--- config.mk ---
export PLATFORM = sky130hd
export DESIGN_NAME = mac16_dot_sequencer
export DESIGN_NICKNAME = d
export VERILOG_FILES = /design/src/rtl/mac16_seq_pkg.sv /design/src/rtl/mac16_vld_pipe.sv /design/src/rtl/mac16_dot_sequencer.sv
export SDC_FILE = /design/constraint.sdc
export NUM_CORES = 1
export LEC_CHECK = 0
export CAP_MARGIN = 20
export CORE_MARGIN = 5
export CORE_UTILIZATION = 37
export DETAILED_ROUTE_END_ITERATION = 10
export GPL_ROUTABILITY_DRIVEN = 0
export MAX_ROUTING_LAYER = met4
export PLACE_DENSITY = 0.81
export SLEW_MARGIN = 20
export SYNTH_ARGS = -nofsm -noshare
export SYNTH_HDL_FRONTEND = slang
export SYNTH_SLANG_ARGS = --single-unit
--- constraint.sdc ---
create_clock -name CLK -period 1.9 [get_ports CLK]
set_input_delay 0.285 -clock CLK [delete_from_list [all_inputs] [get_ports CLK]]
set_output_delay 0.285 -clock CLK [all_outputs]
set_load 0.005 [all_outputs]
--- src/rtl/mac16_seq_pkg.sv ---
// -----------------------------------------------------------------------------
// mac16_seq_pkg
//   Shared types and constants for the SB_MAC16 dot-product sequencer.
//   - state_e     : sequencer FSM states
//   - MAC_OW      : MAC16 output (accumulator) width
//   - MAC_IW      : MAC16 A/B operand width
//   - ACC_LAT_DEF : default edges from operand accept to accumulator load
// -----------------------------------------------------------------------------
package mac16_seq_pkg;

  typedef enum logic [1:0] {
    IDLE,
    FEED,
    DRAIN,
    DONE
  } state_e;

  localparam int MAC_OW      = 32;
  localparam int MAC_IW      = 16;
  localparam int ACC_LAT_DEF = 2;

endpackage

--- src/rtl/mac16_vld_pipe.sv ---
// -----------------------------------------------------------------------------
// mac16_vld_pipe
//   Valid shift register that tracks operand pairs travelling through the
//   MAC16 input/pipeline registers. Bit 0 captures the accept strobe; the
//   last bit marks the cycle in which the product reaches the accumulator.
// Ports
//   CLK    in  clock
//   RST    in  asynchronous active-high reset (clears all stages)
//   in_vld in  operand pair accepted this cycle
//   tail   out product valid at the accumulator input (last stage)
//   empty  out no product in flight
// -----------------------------------------------------------------------------
module mac16_vld_pipe #(
  parameter int DEPTH = 2
) (
  input  logic CLK,
  input  logic RST,
  input  logic in_vld,
  output logic tail,
  output logic empty
);

  logic [DEPTH-1:0] vld_sr_q, vld_sr_d;

  // Shift form chosen so DEPTH=1 needs no zero-width slice.
  always_comb begin
    vld_sr_d = (vld_sr_q << 1) | DEPTH'(in_vld);
  end

  always_ff @(posedge CLK or posedge RST) begin
    if (RST) vld_sr_q <= '0;
    else     vld_sr_q <= vld_sr_d;
  end

  assign tail  = vld_sr_q[DEPTH-1];
  assign empty = (vld_sr_q == '0);

endmodule

--- src/rtl/mac16_dot_sequencer.sv ---
// -----------------------------------------------------------------------------
// mac16_dot_sequencer
//   Drives one SB_MAC16 (16x16 signed multiply-accumulate, A/B input regs,
//   pipeline reg2, accumulator output) to compute sum(A[i]*B[i]) for a job of
//   cfg_len operand pairs, returning the 32-bit accumulator on a valid/ready
//   result port.
//   Optional feature: define MAC16_SEQ_OVF_EN to enable the sticky m_ovf flag
//   (OR of MAC16 CO over every accumulate cycle of a job); otherwise m_ovf=0.
// Ports
//   CLK, RST            clock, asynchronous active-high reset
//   start, cfg_len,
//   cfg_sub, busy       job command (sampled in IDLE) and busy status
//   s_valid, s_ready,
//   s_a, s_b            signed operand stream
//   m_valid, m_ready,
//   m_data, m_ovf       result port (held until m_ready)
//   mac_*               MAC16 control/data pins, mac_o/mac_co back from MAC16
// -----------------------------------------------------------------------------
module mac16_dot_sequencer
  import mac16_seq_pkg::*;
#(
  parameter int LEN_W   = 8,
  parameter int ACC_LAT = ACC_LAT_DEF
) (
  input  logic              CLK,
  input  logic              RST,
  input  logic              start,
  input  logic [LEN_W-1:0]  cfg_len,
  input  logic              cfg_sub,
  output logic              busy,
  input  logic              s_valid,
  output logic              s_ready,
  input  logic [MAC_IW-1:0] s_a,
  input  logic [MAC_IW-1:0] s_b,
  output logic              m_valid,
  input  logic              m_ready,
  output logic [MAC_OW-1:0] m_data,
  output logic              m_ovf,
  output logic              mac_ce,
  output logic [MAC_IW-1:0] mac_a,
  output logic [MAC_IW-1:0] mac_b,
  output logic              mac_ahold,
  output logic              mac_bhold,
  output logic              mac_irst,
  output logic              mac_orst,
  output logic              mac_ohold,
  output logic              mac_oload,
  output logic              mac_addsub,
  input  logic [MAC_OW-1:0] mac_o,
  input  logic              mac_co
);

  state_e              state_q, state_d;
  logic [LEN_W-1:0]    rem_q, rem_d;
  logic                sub_q, sub_d;
  logic [MAC_OW-1:0]   m_data_q, m_data_d;
  logic                busy_q, busy_d;
  logic                s_ready_q, s_ready_d;
  logic                m_valid_q, m_valid_d;
  logic                mac_clr_q, mac_clr_d;
  logic                mac_ce_q;
  logic                ovf_clr;
  logic                accept;
  logic                vld_tail;
  logic                vld_empty;

  assign accept = s_valid & s_ready_q;

  mac16_vld_pipe #(.DEPTH(ACC_LAT)) u_vld_pipe (
    .CLK    (CLK),
    .RST    (RST),
    .in_vld (accept),
    .tail   (vld_tail),
    .empty  (vld_empty)
  );

  // NOTE: every signal gets a default before the case so no path leaves one
  // unassigned; a missing default here would infer a latch.
  always_comb begin
    state_d  = state_q;
    rem_d    = rem_q;
    sub_d    = sub_q;
    m_data_d = m_data_q;
    ovf_clr  = 1'b0;
    unique case (state_q)
      IDLE: begin
        if (start) begin
          sub_d   = cfg_sub;
          ovf_clr = 1'b1;
          if (cfg_len != '0) begin
            rem_d   = cfg_len;
            state_d = FEED;
          end else begin
            m_data_d = '0;
            state_d  = DONE;
          end
        end
      end
      FEED: begin
        if (accept) begin
          rem_d = rem_q - LEN_W'(1);
          if (rem_q == LEN_W'(1)) state_d = DRAIN;
        end
      end
      DRAIN: begin
        // Accumulator is final once the last product has left the pipeline.
        if (vld_empty) begin
          m_data_d = mac_o;
          state_d  = DONE;
        end
      end
      DONE: begin
        if (m_ready) state_d = IDLE;
      end
      default: state_d = IDLE;
    endcase
    // Outputs are decoded from the next state so they register glitch-free
    // and line up with the state they describe.
    busy_d    = (state_d != IDLE);
    s_ready_d = (state_d == FEED);
    m_valid_d = (state_d == DONE);
    mac_clr_d = (state_d == IDLE);
  end

  // NOTE: sequential state uses non-blocking assignments so every flop samples
  // pre-edge values regardless of statement order.
  always_ff @(posedge CLK or posedge RST) begin
    if (RST) begin
      state_q   <= IDLE;
      rem_q     <= '0;
      sub_q     <= 1'b0;
      m_data_q  <= '0;
      busy_q    <= 1'b0;
      s_ready_q <= 1'b0;
      m_valid_q <= 1'b0;
      mac_clr_q <= 1'b1;
      mac_ce_q  <= 1'b0;
    end else begin
      state_q   <= state_d;
      rem_q     <= rem_d;
      sub_q     <= sub_d;
      m_data_q  <= m_data_d;
      busy_q    <= busy_d;
      s_ready_q <= s_ready_d;
      m_valid_q <= m_valid_d;
      mac_clr_q <= mac_clr_d;
      mac_ce_q  <= 1'b1;
    end
  end

`ifdef MAC16_SEQ_OVF_EN
  logic m_ovf_q, m_ovf_d;

  always_comb begin
    m_ovf_d = m_ovf_q;
    if (ovf_clr)
      m_ovf_d = 1'b0;
    else if ((state_q == FEED || state_q == DRAIN) && !mac_ohold)
      m_ovf_d = m_ovf_q | mac_co;
  end

  always_ff @(posedge CLK or posedge RST) begin
    if (RST) m_ovf_q <= 1'b0;
    else     m_ovf_q <= m_ovf_d;
  end

  assign m_ovf = m_ovf_q;
`else
  logic unused_ovf;
  assign unused_ovf = ^{mac_co, ovf_clr};
  assign m_ovf      = 1'b0;
`endif

  assign busy       = busy_q;
  assign s_ready    = s_ready_q;
  assign m_valid    = m_valid_q;
  assign m_data     = m_data_q;
  assign mac_ce     = mac_ce_q;
  assign mac_a      = s_a;
  assign mac_b      = s_b;
  // Holding A/B except on accept keeps a stalled operand from re-entering.
  assign mac_ahold  = ~accept;
  assign mac_bhold  = ~accept;
  assign mac_irst   = mac_clr_q;
  assign mac_orst   = mac_clr_q;
  // Accumulate exactly once per accepted pair, when its product arrives.
  assign mac_ohold  = ~vld_tail;
  assign mac_oload  = 1'b0;
  assign mac_addsub = sub_q;

endmodule
==> results.ini <==
[sta]
finalCritPeriodShare_pct=95.0
finalHoldViolCount=0
maxSlewViolCount=0
setup_violations=0
slew_headroom_pct=64.8
finalCriticalPeriod_ns=1.81
max_freq_mhz=554
tightest_slew_ns=0.526
rsz0062_at_grt=no
clock_skew_ns=0.00886
hold_ws_ns=0.313
setup_ws_ns=0.0942

[logic_synthesis]
syn-instance-count=210
yosysUniqueCellTypes=38
ys_warn_count=0
synth_top_cell_area_share_pct=50.6
synth_area_um2=2420
synth.most_common_cell=dfrtp_1
synth_top_flop_cell=dfrtp_1
avgSynthCellArea_um2=11.5
ys_top_cells_by_area=dfrtp_1 51%, a22o_1 12%, buf_4 11%
synth_area_leader_cell=dfrtp_1
synth_edf_count=0
async_reset_ff_share_pct=100
ys_seq_area_share_pct=51.7
synthTopCellsByCount=49 x dfrtp_1, 37 x buf_4, 32 x a22o_1
ys_ff_latch=50

[layout]
layout-drive-gt1-share_pct=11.1
postLayoutCoreUtil_pct=51.4
fillers=572
antennaDiodeCount=0
fin_nets=351
syn_to_final_growth_pct=34.6

[cts]
cts_tree=yes
clk_latency_ns=0.30
root_buffer=clkbuf_8
clk_pin_slew_ns=0.10
cts-htree-levels=2
clockBufferDepth=2
clock_sinks=50
cts_buffers=5
postCtsSetupBuffers=0

[detailed_routing]
viasPerCell=5.29
wirelength_um=5840
avgRoutedWirePerCell_um=16.8
via_count=1841
route.detailed.drc=0
drtIter0Drc=59
first_pass_iters=4
antenna_left=0

[placed_design]
portBuffers=87
hpwlAfterDp_um=4040
place_ws_ns=-0.232

[die]
core_region_area_um2=6350
initial_core_util_pct=38.2
io_pins=155
die_w_um=90.9
die_area_um2=8270
row_count=29
die_h_um=90.9

[flow_run]
maxCapViolCount=0

[power]
fin_total_pwr_mw=3.00
clockPowerShare_pct=25.9
seqPwrFrac_pct=44.6
power_density_nw_per_um2=918
p_sw_share_pct=30.2
comb_power_share_pct=29.6
leakagePower_nw=1.44
power_switching_uw=905
peakVddDrop_mv=0.701
intPower_mw=2.09

[worst_setup_path]
path_buf_inv=3
arrival_ns=1.52
cp_slowest_cell=clkdlybuf4s50_1
path_depth=4
required_ns=1.62
cp-end-kind=output port
critical_path_class=primary input to output port
critPathMaxFanout=3
cp_top_family=buffers and inverters
worstPathCellList=clkdlybuf4s50_1, and2_2, inv_1, clkdlybuf4s50_1
critPathLaunchType=primary input
cp_common_cell=clkdlybuf4s50_1
reg2reg_depth=5
cp_slowest_stage_delay_ns=0.50

[global_routing]
grt_antenna_before_repair=0
grt_max_degree=51
grt_usage_pct=14.0
grt.overflow.total=0
grt_pass1_vias=1854
grt_pass1_wl_um=9320

[worst_hold_path]
hp-class=primary input to asynchronous set/reset pin

[status]
status=complete, no violations

-- path summary, 6_finish.rpt --
path	startpoint	end	slack [ns]
min in group CLK	u_vld_pipe.vld_sr_q[0]	u_vld_pipe.vld_sr_q[1]	0.46
max	s_valid	mac_bhold	0.09
max in group asynchronous	RST	mac_irst	1.28
min	RST	m_data[6]	0.31
max reg2reg	state_q[0]	rem_q[6]	0.11
min reg2reg	u_vld_pipe.vld_sr_q[0]	u_vld_pipe.vld_sr_q[1]	0.46
-- through the flow --
| stage | TNS [ns] | area (um^2) | cells |
|---|---|---|---|
| floorplan | 0 | 2430 | 211 |
| global placement | -7.83 | 3120 | 339 |
| detailed placement | -7.86 | 3120 | 339 |
| CTS | 0 | 3240 | 347 |
| global route | 0 | 3260 | 348 |
| finish | 0 | 3260 | 348 |
-- state kept, by name, summed over array words and instances (netlist names) --
register and cells:
m_valid 1, state_q 2, mac_ce 1, s_ready 1, busy 1, rem_q 8
mac_irst 1, mac_addsub 1, u_vld_pipe.vld_sr_q 2, m_data 32
-- worst register-to-register path, delay by kind of cell (launching register included) --
kind	cells	cell delay [ns]
flip-flops	1	0.54
AND/OR/NAND/NOR	3	0.70
buffers and inverters	1	0.19
AO/OA/AOI/OAI	1	0.26
-- layout make-up --
cell class | instances | area [um^2] | share of cell area [%]
repair buffers | 98 | 968 | 29.7
clock buffers | 5 | 68.8 | 2.11
well taps | 77 | 96.3 | 2.95
flip-flops and latches | 50 | 1250 | 38.4
inverters | 7 | 26.3 | 0.805
clock inverters | 3 | 48.8 | 1.50
multi-input cells | 108 | 802 | 24.6
-- cells by family (layout without fill, tap and decap cells) --
group / after synthesis / count (layout) / synth area share, %
other: 2 / 3 / 0.310
buffers and inverters: 54 / 113 / 16.2
AOI/OAI and AO/OA: 64 / 65 / 20.8
muxes: 1 / 1 / 0.465
adders and majority gates: 2 / 2 / 1.03
DFF: 50 / 50 / 51.7
and+or+nand+nor: 37 / 37 / 9.60
-- per-layer routing --
layer | GRT usage (%) | routed length, um | part of all wire [%] | vias up
li1 | - | - | - | 838
met1 | 18.4 | 2630 | 45 | 893
met2 | 20.6 | 2620 | 45 | 98
met3 | 4.21 | 503 | 8.6 | 12
met4 | 4.52 | 86 | 1.5 | 0
met5 | - | 0 | 0 | -
-- power by group through the flow --
stage          combinational, mW  sequential [mW]  clock (mW)
2_1_floorplan              0.608             1.32           0
3_3_place_gp               0.868             1.35           0
3_5_place_dp               0.884             1.35           0
4_1_cts                    0.891             1.33       0.803
5_1_grt                    0.984             1.36       0.847
6_report                   0.886             1.33       0.775
-- layout by cell type (no fill, tap or decap), drive strengths merged, types with 2 or more instances in the layout --
cell,instances
a31oi,4
nand2,2
a21oi,8
ha,2
and3,3
o31ai,4
dfrtp,49
buf,11
conb,3
nor3,6
clkbuf,5
and2,2
nand2b,2
and4,2
o22ai,3
nor2,11
nor4,2
nor2b,2
inv,8
a22o,32
a22oi,3
clkdlybuf4s50,86
o21ai,7
-- what timing repair did --
| action | 4_1_cts | 5_1_grt |
|---|---|---|
| hold buffers | 0 | 0 |
| endpoints found under the setup margin | 0 | 33 |
| gates resized for setup | 0 | 4 |
Power figures use the tool's default switching activity.
